### src/rtl/pipe_ltssm_detect_poll_pkg.sv
`default_nettype none
// ============================================================================
// Module      : pipe_ltssm_detect_poll_pkg
// Description : Shared encodings and defaults for the Detect/Polling LTSSM
//               front end (LTSSM states, substates, power states, timeouts).
// Revision    : 1.0 - initial release
// ============================================================================
package pipe_ltssm_detect_poll_pkg;

  // RxStatus code reported with PhyStatus when a far-end receiver is present
  localparam logic [2:0] RXSTAT_RX_DETECTED = 3'b011;

  // Timeouts in pclk cycles at 100 MHz, and ordered-set count thresholds
  localparam int T_QUIET_DEF    = 1200000;
  localparam int T_ACTIVE_DEF   = 2400000;
  localparam int TS1_TX_MIN_DEF = 1024;
  localparam int TS_RX_MIN_DEF  = 8;
  localparam int TS2_TX_MIN_DEF = 16;

  typedef enum logic [3:0] {
    LTSSM_DETECT        = 4'd0,
    LTSSM_POLLING       = 4'd1,
    LTSSM_CONFIGURATION = 4'd2
  } ltssm_e;

  typedef enum logic [2:0] {
    DET_IDLE   = 3'd0,
    DET_QUIET  = 3'd1,
    DET_ACTIVE = 3'd2
  } detect_sub_e;

  typedef enum logic [2:0] {
    POLL_ACTIVE        = 3'd0,
    POLL_CONFIGURATION = 3'd1
  } polling_sub_e;

  typedef enum logic [2:0] {
    CONF_LINKWIDTH_START = 3'd0
  } config_sub_e;

  typedef enum logic [1:0] {
    PWR_P0  = 2'b00,
    PWR_P0S = 2'b01,
    PWR_P1  = 2'b10,
    PWR_P2  = 2'b11
  } power_states_e;

  function automatic int max_i(input int a, input int b);
    return (a > b) ? a : b;
  endfunction

endpackage
`default_nettype wire

### src/rtl/pipe_ts_lane_counter.sv
`default_nettype none
// ============================================================================
// Module      : pipe_ts_lane_counter
// Description : Per-lane saturating counter of consecutive training sets.
//               Clear wins over increment when both occur in one cycle.
// Revision    : 1.0 - initial release
// ============================================================================
module pipe_ts_lane_counter
  import pipe_ltssm_detect_poll_pkg::*;
#(
  parameter int SAT_VAL = TS_RX_MIN_DEF
) (
  input  logic pclk,
  input  logic rst_n,
  input  logic inc_i,
  input  logic clr_i,
  output logic sat_o
);

  localparam int            CW    = $clog2(SAT_VAL + 1);
  localparam logic [CW-1:0] c_sat = CW'(SAT_VAL);

  logic [CW-1:0] cnt_q, cnt_d;

  // Next count: clear dominates, otherwise count up to the saturation value
  always_comb begin
    cnt_d = cnt_q;
    if (clr_i) begin
      cnt_d = '0;
    end else if (inc_i && (cnt_q != c_sat)) begin
      cnt_d = cnt_q + CW'(1);
    end
  end

  // Count register
  always_ff @(posedge pclk or negedge rst_n) begin
    if (!rst_n) begin
      cnt_q <= '0;
    end else begin
      cnt_q <= cnt_d;
    end
  end

  assign sat_o = (cnt_q == c_sat);

endmodule
`default_nettype wire

### src/rtl/pipe_ltssm_detect_poll.sv
`default_nettype none
// ============================================================================
// Module      : pipe_ltssm_detect_poll
// Description : Multi-lane LTSSM front end: Detect.Quiet/Active,
//               Polling.Active/Configuration, hand-off to Configuration.
//               All outputs come straight from flops.
// Revision    : 1.0 - initial release
// ============================================================================
module pipe_ltssm_detect_poll
  import pipe_ltssm_detect_poll_pkg::*;
#(
  parameter int LANES      = 1,
  parameter int T_QUIET    = T_QUIET_DEF,
  parameter int T_ACTIVE   = T_ACTIVE_DEF,
  parameter int TS1_TX_MIN = TS1_TX_MIN_DEF,
  parameter int TS_RX_MIN  = TS_RX_MIN_DEF,
  parameter int TS2_TX_MIN = TS2_TX_MIN_DEF
) (
  input  logic               pclk,
  input  logic               rst_n,
  input  logic               en,
  input  logic [LANES-1:0]   PhyStatus,
  input  logic [3*LANES-1:0] RxStatus,
  input  logic [LANES-1:0]   RxElecIdle,
  input  logic [LANES-1:0]   ts1_rx,
  input  logic [LANES-1:0]   ts2_rx,
  input  logic [LANES-1:0]   os_err,
  input  logic               ts_tx_done,
  output logic               TxDetectRxorLpbk,
  output logic [1:0]         PowerDown,
  output logic [LANES-1:0]   TxElecIdle,
  output logic               ts_tx_req,
  output logic               ts_tx_type,
  output logic [LANES-1:0]   lane_mask,
  output logic [3:0]         ltssm_state,
  output logic [2:0]         sub_state,
  output logic               cfg_entry
);

  localparam int TW = $clog2(max_i(T_QUIET, T_ACTIVE));
  localparam int CW = $clog2(max_i(TS1_TX_MIN, TS2_TX_MIN) + 1);

  localparam logic [TW-1:0] c_tq_last = TW'(T_QUIET - 1);
  localparam logic [TW-1:0] c_ta_last = TW'(T_ACTIVE - 1);
  localparam logic [CW-1:0] c_ts1_min = CW'(TS1_TX_MIN);
  localparam logic [CW-1:0] c_ts2_min = CW'(TS2_TX_MIN);

  localparam logic [2:0] c_st_det_idle   = 3'd0;
  localparam logic [2:0] c_st_det_quiet  = 3'd1;
  localparam logic [2:0] c_st_det_active = 3'd2;
  localparam logic [2:0] c_st_poll_act   = 3'd3;
  localparam logic [2:0] c_st_poll_cfg   = 3'd4;
  localparam logic [2:0] c_st_config     = 3'd5;

  logic [2:0]       st_q, st_d;
  logic [TW-1:0]    timer_q, timer_d;
  logic [CW-1:0]    tx_cnt_q, tx_cnt_d;
  logic [LANES-1:0] phy_seen_q, phy_seen_d;
  logic [LANES-1:0] detected_q, detected_d;
  logic [LANES-1:0] ts2_seen_q, ts2_seen_d;
  logic [LANES-1:0] lane_mask_q, lane_mask_d;

  logic [3:0]       ltssm_q, ltssm_d;
  logic [2:0]       sub_q, sub_d;
  logic [1:0]       pd_q, pd_d;
  logic [LANES-1:0] txei_q, txei_d;
  logic             txdet_q, txdet_d;
  logic             req_q, req_d;
  logic             type_q, type_d;
  logic             cfg_q, cfg_d;

  logic [LANES-1:0] w_rx_det;
  logic [LANES-1:0] w_lane_inc, w_lane_clr, w_lane_sat;
  logic [LANES-1:0] w_phy_now, w_det_now;
  logic             w_mask_sat, w_ts2_all, w_tq_hit, w_ta_hit;

  // Per-lane receiver-detect decode and consecutive-TS counters
  for (genvar i = 0; i < LANES; i++) begin : g_lane
    assign w_rx_det[i] = (RxStatus[3*i +: 3] == RXSTAT_RX_DETECTED);

    pipe_ts_lane_counter #(
      .SAT_VAL (TS_RX_MIN)
    ) u_ts_cnt (
      .pclk  (pclk),
      .rst_n (rst_n),
      .inc_i (w_lane_inc[i]),
      .clr_i (w_lane_clr[i]),
      .sat_o (w_lane_sat[i])
    );
  end

  assign w_phy_now  = phy_seen_q | PhyStatus;
  assign w_det_now  = detected_q | (PhyStatus & w_rx_det);
  assign w_mask_sat = &(w_lane_sat | ~lane_mask_q);
  assign w_ts2_all  = &(ts2_seen_q | ~lane_mask_q);
  assign w_tq_hit   = (timer_q == c_tq_last);
  assign w_ta_hit   = (timer_q == c_ta_last);

  // State transitions, timers and counters; any state change restarts them
  always_comb begin
    st_d        = st_q;
    timer_d     = timer_q;
    tx_cnt_d    = tx_cnt_q;
    phy_seen_d  = phy_seen_q;
    detected_d  = detected_q;
    ts2_seen_d  = ts2_seen_q;
    lane_mask_d = lane_mask_q;
    w_lane_inc  = '0;
    w_lane_clr  = '0;

    case (st_q)
      c_st_det_idle: begin
        if (en) st_d = c_st_det_quiet;
      end
      c_st_det_quiet: begin
        timer_d = timer_q + TW'(1);
        if (w_tq_hit || !(&RxElecIdle)) st_d = c_st_det_active;
      end
      c_st_det_active: begin
        timer_d    = timer_q + TW'(1);
        phy_seen_d = w_phy_now;
        detected_d = w_det_now;
        // Detection result takes precedence over the guard timeout
        if (&w_phy_now) begin
          if (w_det_now == '0) begin
            st_d = c_st_det_quiet;
          end else begin
            lane_mask_d = w_det_now;
            st_d        = c_st_poll_act;
          end
        end else if (w_tq_hit) begin
          st_d = c_st_det_quiet;
        end
      end
      c_st_poll_act: begin
        timer_d    = timer_q + TW'(1);
        phy_seen_d = phy_seen_q | (PhyStatus & lane_mask_q);
        if (ts_tx_done && (tx_cnt_q != c_ts1_min)) tx_cnt_d = tx_cnt_q + CW'(1);
        w_lane_inc = (ts1_rx | ts2_rx) & lane_mask_q;
        w_lane_clr = os_err & lane_mask_q;
        if ((tx_cnt_q == c_ts1_min) && w_mask_sat) begin
          st_d = c_st_poll_cfg;
        end else if (w_ta_hit) begin
          st_d = c_st_det_quiet;
        end
      end
      c_st_poll_cfg: begin
        timer_d    = timer_q + TW'(1);
        ts2_seen_d = ts2_seen_q | (ts2_rx & lane_mask_q);
        // TS2 transmit credit only starts once every lane has heard a TS2
        if (ts_tx_done && w_ts2_all && (tx_cnt_q != c_ts2_min)) tx_cnt_d = tx_cnt_q + CW'(1);
        w_lane_inc = ts2_rx & lane_mask_q;
        w_lane_clr = (ts1_rx | os_err) & lane_mask_q;
        if ((tx_cnt_q == c_ts2_min) && w_mask_sat) begin
          st_d = c_st_config;
        end else if (w_ta_hit) begin
          st_d = c_st_det_quiet;
        end
      end
      c_st_config: begin
        st_d = c_st_config;
      end
      default: begin
        st_d = c_st_det_idle;
      end
    endcase

    if (!en) st_d = c_st_det_idle;

    if (st_d != st_q) begin
      timer_d    = '0;
      tx_cnt_d   = '0;
      phy_seen_d = '0;
      detected_d = '0;
      ts2_seen_d = '0;
      w_lane_inc = '0;
      w_lane_clr = '1;
    end

    if ((st_d == c_st_det_idle) || (st_d == c_st_det_quiet)) lane_mask_d = '0;
  end

  // Output values for the state being entered, so outputs track state exactly
  always_comb begin
    ltssm_d = LTSSM_DETECT;
    sub_d   = DET_IDLE;
    pd_d    = PWR_P1;
    txei_d  = '1;
    txdet_d = 1'b0;
    req_d   = 1'b0;
    type_d  = 1'b0;
    cfg_d   = (st_d == c_st_config) && (st_q != c_st_config);
    case (st_d)
      c_st_det_quiet: sub_d = DET_QUIET;
      c_st_det_active: begin
        sub_d   = DET_ACTIVE;
        txdet_d = ~(&phy_seen_d);
      end
      c_st_poll_act: begin
        ltssm_d = LTSSM_POLLING;
        sub_d   = POLL_ACTIVE;
        pd_d    = PWR_P0;
        if (&(phy_seen_d | ~lane_mask_d)) begin
          txei_d = ~lane_mask_d;
          req_d  = 1'b1;
        end
      end
      c_st_poll_cfg: begin
        ltssm_d = LTSSM_POLLING;
        sub_d   = POLL_CONFIGURATION;
        pd_d    = PWR_P0;
        txei_d  = ~lane_mask_d;
        req_d   = 1'b1;
        type_d  = 1'b1;
      end
      c_st_config: begin
        ltssm_d = LTSSM_CONFIGURATION;
        sub_d   = CONF_LINKWIDTH_START;
        pd_d    = PWR_P0;
        txei_d  = ~lane_mask_d;
      end
      default: ;
    endcase
  end

  // State, timer and counter registers
  always_ff @(posedge pclk or negedge rst_n) begin
    if (!rst_n) begin
      st_q        <= c_st_det_idle;
      timer_q     <= '0;
      tx_cnt_q    <= '0;
      phy_seen_q  <= '0;
      detected_q  <= '0;
      ts2_seen_q  <= '0;
      lane_mask_q <= '0;
    end else begin
      st_q        <= st_d;
      timer_q     <= timer_d;
      tx_cnt_q    <= tx_cnt_d;
      phy_seen_q  <= phy_seen_d;
      detected_q  <= detected_d;
      ts2_seen_q  <= ts2_seen_d;
      lane_mask_q <= lane_mask_d;
    end
  end

  // Output registers
  always_ff @(posedge pclk or negedge rst_n) begin
    if (!rst_n) begin
      ltssm_q <= LTSSM_DETECT;
      sub_q   <= DET_IDLE;
      pd_q    <= PWR_P1;
      txei_q  <= '1;
      txdet_q <= 1'b0;
      req_q   <= 1'b0;
      type_q  <= 1'b0;
      cfg_q   <= 1'b0;
    end else begin
      ltssm_q <= ltssm_d;
      sub_q   <= sub_d;
      pd_q    <= pd_d;
      txei_q  <= txei_d;
      txdet_q <= txdet_d;
      req_q   <= req_d;
      type_q  <= type_d;
      cfg_q   <= cfg_d;
    end
  end

  assign TxDetectRxorLpbk = txdet_q;
  assign PowerDown        = pd_q;
  assign TxElecIdle       = txei_q;
  assign ts_tx_req        = req_q;
  assign ts_tx_type       = type_q;
  assign lane_mask        = lane_mask_q;
  assign ltssm_state      = ltssm_q;
  assign sub_state        = sub_q;
  assign cfg_entry        = cfg_q;

endmodule
`default_nettype wire

### config.mk
export PLATFORM = sky130hd
export DESIGN_NAME = pipe_ltssm_detect_poll
export DESIGN_NICKNAME = d
export VERILOG_FILES = /design/src/rtl/pipe_ltssm_detect_poll_pkg.sv /design/src/rtl/pipe_ts_lane_counter.sv /design/src/rtl/pipe_ltssm_detect_poll.sv
export SDC_FILE = /design/constraint.sdc
export NUM_CORES = 1
export LEC_CHECK = 0
export ABC_AREA = 0
export CAP_MARGIN = 40
export CORE_ASPECT_RATIO = 1.2
export CORE_MARGIN = 5
export CORE_UTILIZATION = 45
export CTS_CLUSTER_SIZE = 24
export DETAILED_ROUTE_END_ITERATION = 6
export GPL_TIMING_DRIVEN = 0
export PLACE_DENSITY = 0.62
export RECOVER_POWER = 50
export SETUP_SLACK_MARGIN = 0.05
export SYNTH_ARGS = -nofsm -noshare
export SYNTH_HDL_FRONTEND = slang
export SYNTH_HIERARCHICAL = 1
export SYNTH_SLANG_ARGS = --single-unit
### constraint.sdc
create_clock -name pclk -period 3.3 [get_ports pclk]
set_input_delay 0.66 -clock pclk [delete_from_list [all_inputs] [get_ports pclk]]
set_output_delay 0.66 -clock pclk [all_outputs]
set_load 0.02 [all_outputs]
* After elaboration in Yosys (flattened, before gate mapping) *
Index checks and enable logic that the tools add are counted.

word-level totals
  bits in registers = 58
  output and inout port bits = 15

cells by class
  add/subtract/negate cells = 3
  equal/unequal tests = 23
  muxes and demuxes = 40
  bitwise operators = 18
  reductions and logical operators = 23

operator list
  kind                                                                     count
  22-bit two-way mux                                                       2
  11-bit two-way mux                                                       3
  22-bit by 1-bit adder with 22-bit output, second input constant          1
  22-bit by 21-bit equality test with 1-bit output, second input constant  1
  22-bit equality test, second input constant                              1
  11-bit case mux with 2 select lines                                      1
  3-bit two-way mux                                                        7
  3-bit case mux with 6 select lines                                       1
  3-bit by 2-bit equality test with 1-bit output, second input constant    5
  1-bit two-way mux                                                        15
  3-bit equality test, second input constant                               4
  11-bit by 1-bit adder with 11-bit output, second input constant          1
  11-bit equality test, second input constant                              1
  11-bit by 5-bit equality test with 1-bit output, second input constant   1
  11-bit != test, second input constant                                    1
  11-bit by 5-bit != test with 1-bit output, second input constant         1
  1-bit case mux with 2 select lines                                       5
  3-bit != test, second input constant                                     3
  1-bit bitwise OR                                                         9
  4-bit two-way mux                                                        2
  2-bit case mux with 2 select lines                                       2
  2-bit nonzero test                                                       4
  1-bit logical AND                                                        7
  1-bit bitwise AND                                                        6
  15 further kinds                                                         23

* Longest topological paths before layout *
  depth in word-level cells = 14
  gate-level depth with buffers = 16
  gate-level depth less buffers = 14

* Hierarchy *
Netlist, hierarchy kept.

by module, submodules not included
  module                  instances  cells an instance  area an instance (um^2)  seq. area each (um^2)
  pipe_ltssm_detect_poll  1          303                2820.2                   1253.7
  pipe_ts_lane_counter    1          24                 232.7                    100.1

* Worst setup path after synthesis *
Ideal clock, no wire load.

  kind = flip-flop to flip-flop
  start point = register timer_q[18]
  end point = register g_lane[0].u_ts_cnt.cnt_q[0]
  setup time = 125 ps
  arrival = 2781 ps
  data required time = 3175 ps
  setup slack = 394 ps
  cell stages (with the launch flop) = 12
  clock period less this slack = 2906 ps
  cells stage by stage = dfrtp_1 -> or3b_1 -> or4_4 -> o32a_1 -> nand3_2 -> or2_1 -> buf_6 -> o211ai_4 -> buf_6 -> nor2_1 -> o21a_1 -> mux2_4

on the way
  longest elaborated chain between the ends = 9
  elaborated cells on any way between the ends = 17
  those cells by class = eq/ne: 3; mux: 11; reduce/logical: 3

ends and longest elaborated chain
  element                                                                                   line                                                          source
  start, declared                                                                           pipe_ltssm_detect_poll.sv:56                                  logic [TW-1:0] timer_q, timer_d;
  start signal, assigned                                                                    pipe_ltssm_detect_poll.sv:238                                 timer_q <= timer_d;
  22-bit equality test or 22-bit by 21-bit equality test with 1-bit output (tied branches)  pipe_ltssm_detect_poll.sv:97, pipe_ltssm_detect_poll.sv:96
  3-bit two-way mux (tied with other cells)                                                 pipe_ltssm_detect_poll.sv:143, pipe_ltssm_detect_poll.sv:156
  3-bit two-way mux (on tied branches)                                                      -
  3-bit case mux with 6 select lines *                                                      pipe_ltssm_detect_poll.sv:111                                 case (st_q)
  3-bit two-way mux *                                                                       pipe_ltssm_detect_poll.sv:168                                 if (!en) st_d = c_st_det_idle;
  3-bit != test *                                                                           pipe_ltssm_detect_poll.sv:170                                 if (st_d != st_q) begin
  1-bit two-way mux *                                                                       pipe_ltssm_detect_poll.sv:170
  net w_lane_inc                                                                            pipe_ltssm_detect_poll.sv:73                                  logic [LANES-1:0] w_lane_inc, w_lane_clr, w_lane_sat;
  1-bit logical AND *                                                                       pipe_ts_lane_counter.sv:30                                    end else if (inc_i && (cnt_q != c_sat)) begin
  2-bit nonzero test (no source line) *                                                     -
  end signal, assigned                                                                      pipe_ts_lane_counter.sv:40                                    cnt_q <= cnt_d;
  end, declared                                                                             pipe_ts_lane_counter.sv:23                                    logic [CW-1:0] cnt_q, cnt_d;

The timed path passes the listed nets; every way through them passes the cells marked *.
A chain may end at the register's enable or synchronous reset.

* Worst setup path after layout *
  start point = register timer_q[12]
  end point = register g_lane[0].u_ts_cnt.cnt_q[0]

The elaborated chain is that of the path after synthesis.

==> results.cfg <==
[worst_setup_path]
start_kind = flop
reg2reg_from = timer_q[12]
crit_type = reg2reg
crit_path_end_kind = flop
ff2ff_path_depth = 12
crit_path_max_fanout = 10
cp_data_required_time_ns = 3.51
crit_arrival_ns = 3.26
r2r_setup_slack_ns = 0.24
r2r_end = g_lane[0].u_ts_cnt/cnt_q[0]

[sta]
max_freq_mhz = 326.9
whs_ns = 0.5132
rsz0062_at_grt = no
tightestPinTransition_ns = 1.431
hold_viol_final = 0
setup_viol = 0
worst_slack_ns = 0.2407
final.setup_skew_ns = 0.01028
slew_viol_final = 0
fin_tns_setup_ns = 0
fin_crit_ns = 3.059
finalCritPeriodShare = 0.9271
slew_headroom = 0.04609

[die]
initial_core_util = 0.4536
die_h_um = 100.2
dieArea_um2 = 8539
die_w_um = 85.19
core-area_um2 = 6730
rows = 33
ios = 27

[clocking]
h-tree-depth = 2
cts.clk_slew.worst_paths_ns = 0.10
cts_tree = built
cts_made_buffers = 5
clk_path_buf_depth = 2
cts.sinks = 54
insertion_delay_ns = 0.31
root_buffer = clkbuf_8

[outcome]
run_status = finished clean

[logic_synthesis]
postSynthCellCount = 327
ys_ff_latch = 54
synth-compound-area-share = 0.09426
synth-main-ff-cell = dfrtp_1
synth-simple-area-share = 0.2914
synth_cell_types = 64
synth_top_family_by_area = simple AND/OR/NAND/NOR gates
synth.avg_cell_area_um2 = 9.336
yosys_warnings = 6
synthArstFlopShare = 1.000
synth.area.mux_share = 0.01148
synthAdderAreaFrac = 0.02049
syn_area_um2 = 3053
ys_seq_area_frac = 0.4434
synthXorXnorAreaFrac = 0.09180
synth_edf_count = 0

[min_path]
min_to = detected_q
hold_depth = 2
hp-class = reg2reg
hold_path.startpoint = detected_q

[grt]
grt_pass1_wl_mm = 11.17
grt_usage = 0.1611
grt_pass1_vias = 2416
grt_max_degree = 33
antenna_found_initial = 0
overflow = 0

[cells_and_area]
area_growth_pct = 17.79
antenna_cells = 0
final_cell_mix = 52 x dfrtp_1, 52 x nor2_1, 31 x nand2_1
final_util = 0.5343
drive_gt1_frac = 0.1096
nets = 381

[power_and_ir_drop]
total_power_mw = 1.527
ir_drop_mv = 0.2728
leakage_nw = 1.606
p_per_area_nw_per_um2 = 424.6

[placed_design]
dp_hpwl_mm = 4.694
io_buffers = 22
gp_congestion = 0.8500
post-place-ws_ns = -0.1457

[detailed_routing]
drtAntennaViolNets = 0
first_pass_iters = 4
vias = 2420
drt_iter0_drc = 72
wirelength_mm = 6.311
vias_per_cell = 5.354
avgRoutedWirePerCell_um = 13.96
drc = 0

[run]
maxCapViolations = 0
[cell usage after synthesis (5+ instances only)]
cell	n	area [um2]
a21oi_1	6	30.03
and2_1	5	31.28
and3_1	12	75.07
clkbuf_1	6	22.52
dfrtp_1	52	1301
ha_1	5	62.56
inv_1	10	37.54
nand2_1	31	116.4
nand2b_1	7	43.79
nand3_1	14	70.07
nand4_1	10	62.56
nor2_1	53	198.9
nor3_1	6	30.03
o21ai_0	5	25.02
xnor2_1	11	96.34
xor2_1	21	183.9
[registers in the layout (all words and copies together), names as in the netlist, 2 cells and up]
name,count
g_lane.u_ts_cnt/cnt_q,4
st_q,3
timer_q,22
sub_state,2
tx_cnt_q,11
ltssm_state,2
[where the power goes]
group	internal, mW	switching (mW)
registers	0.681	0.0136
clock network	0.324	0.220
logic	0.125	0.163
[layer usage]
layer | up-vias | global-route usage | part of all wire
met5 | - | 0 | 0
met4 | 0 | 0.05968 | 0.019
met3 | 10 | 0.03448 | 0.033
met2 | 45 | 0.2691 | 0.48
met1 | 1158 | 0.2045 | 0.47
li1 | 1207 | - | -
[final cells by class]
type	instances	area, um2
timing repair buffer	27	256.5
multi-input combinational	251	1594
tap	87	108.9
sequential	54	1354
buffer	15	102.6
clock inverter	2	60.06
inverter	10	37.54
fill	635	3134
clock buffer	6	82.58
[worst max-delay path: stages, from the launching register on]
cell and delay, ns:
dfrtp_1 0.38, clkbuf_1 0.18, nand4bb_1 0.22, or4_4 0.53, o32a_1 0.36, nand3_2 0.09, or2_1 0.12, buf_6 0.13
o211ai_4 0.11, buf_6 0.18, nor2_2 0.14, o21a_1 0.20, mux2_4 0.31
[logic make-up (layout without fill, tap and decap cells)]
family	count (synthesis)	count (layout)
compound gates	38	38
xor+xnor	32	32
fa+ha+maj	5	5
buf+inv	25	60
flops	54	54
mux	3	3
other cells	1	4
simple gates	169	169
[worst max path at each step]
stage                startpoint                          end  slack (ns)  cells past startpoint
CTS                 tx_cnt_q[0]  g_lane[0].u_ts_cnt/cnt_q[0]        0.06                     13
global placement          rst_n                 sub_state[1]       -0.16                      1
global route              rst_n                   detected_q        0.04                      2
floorplan           timer_q[18]  g_lane[0].u_ts_cnt/cnt_q[0]        0.39                     11
finish              timer_q[12]  g_lane[0].u_ts_cnt/cnt_q[0]        0.24                     12
detailed placement    PhyStatus  g_lane[0].u_ts_cnt/cnt_q[0]       -0.15                     11
[stage by stage]
stage	instance area (um2)	cells
after detailed placement	3408	440
after floorplan	3064	330
after global routing	3596	452
after CTS	3557	448
final	3596	452
after global placement	3393	439
[timing repair]
item                                   in CTS  in global routing
setup endpoints to repair                   2                  4
endpoints found under the hold margin       0                  0
resized for setup                           2                  3
pin swaps                                   0                  1
setup buffers                               0                  4
hold buffers                                0                  0
(Power assumes the default switching activity.)
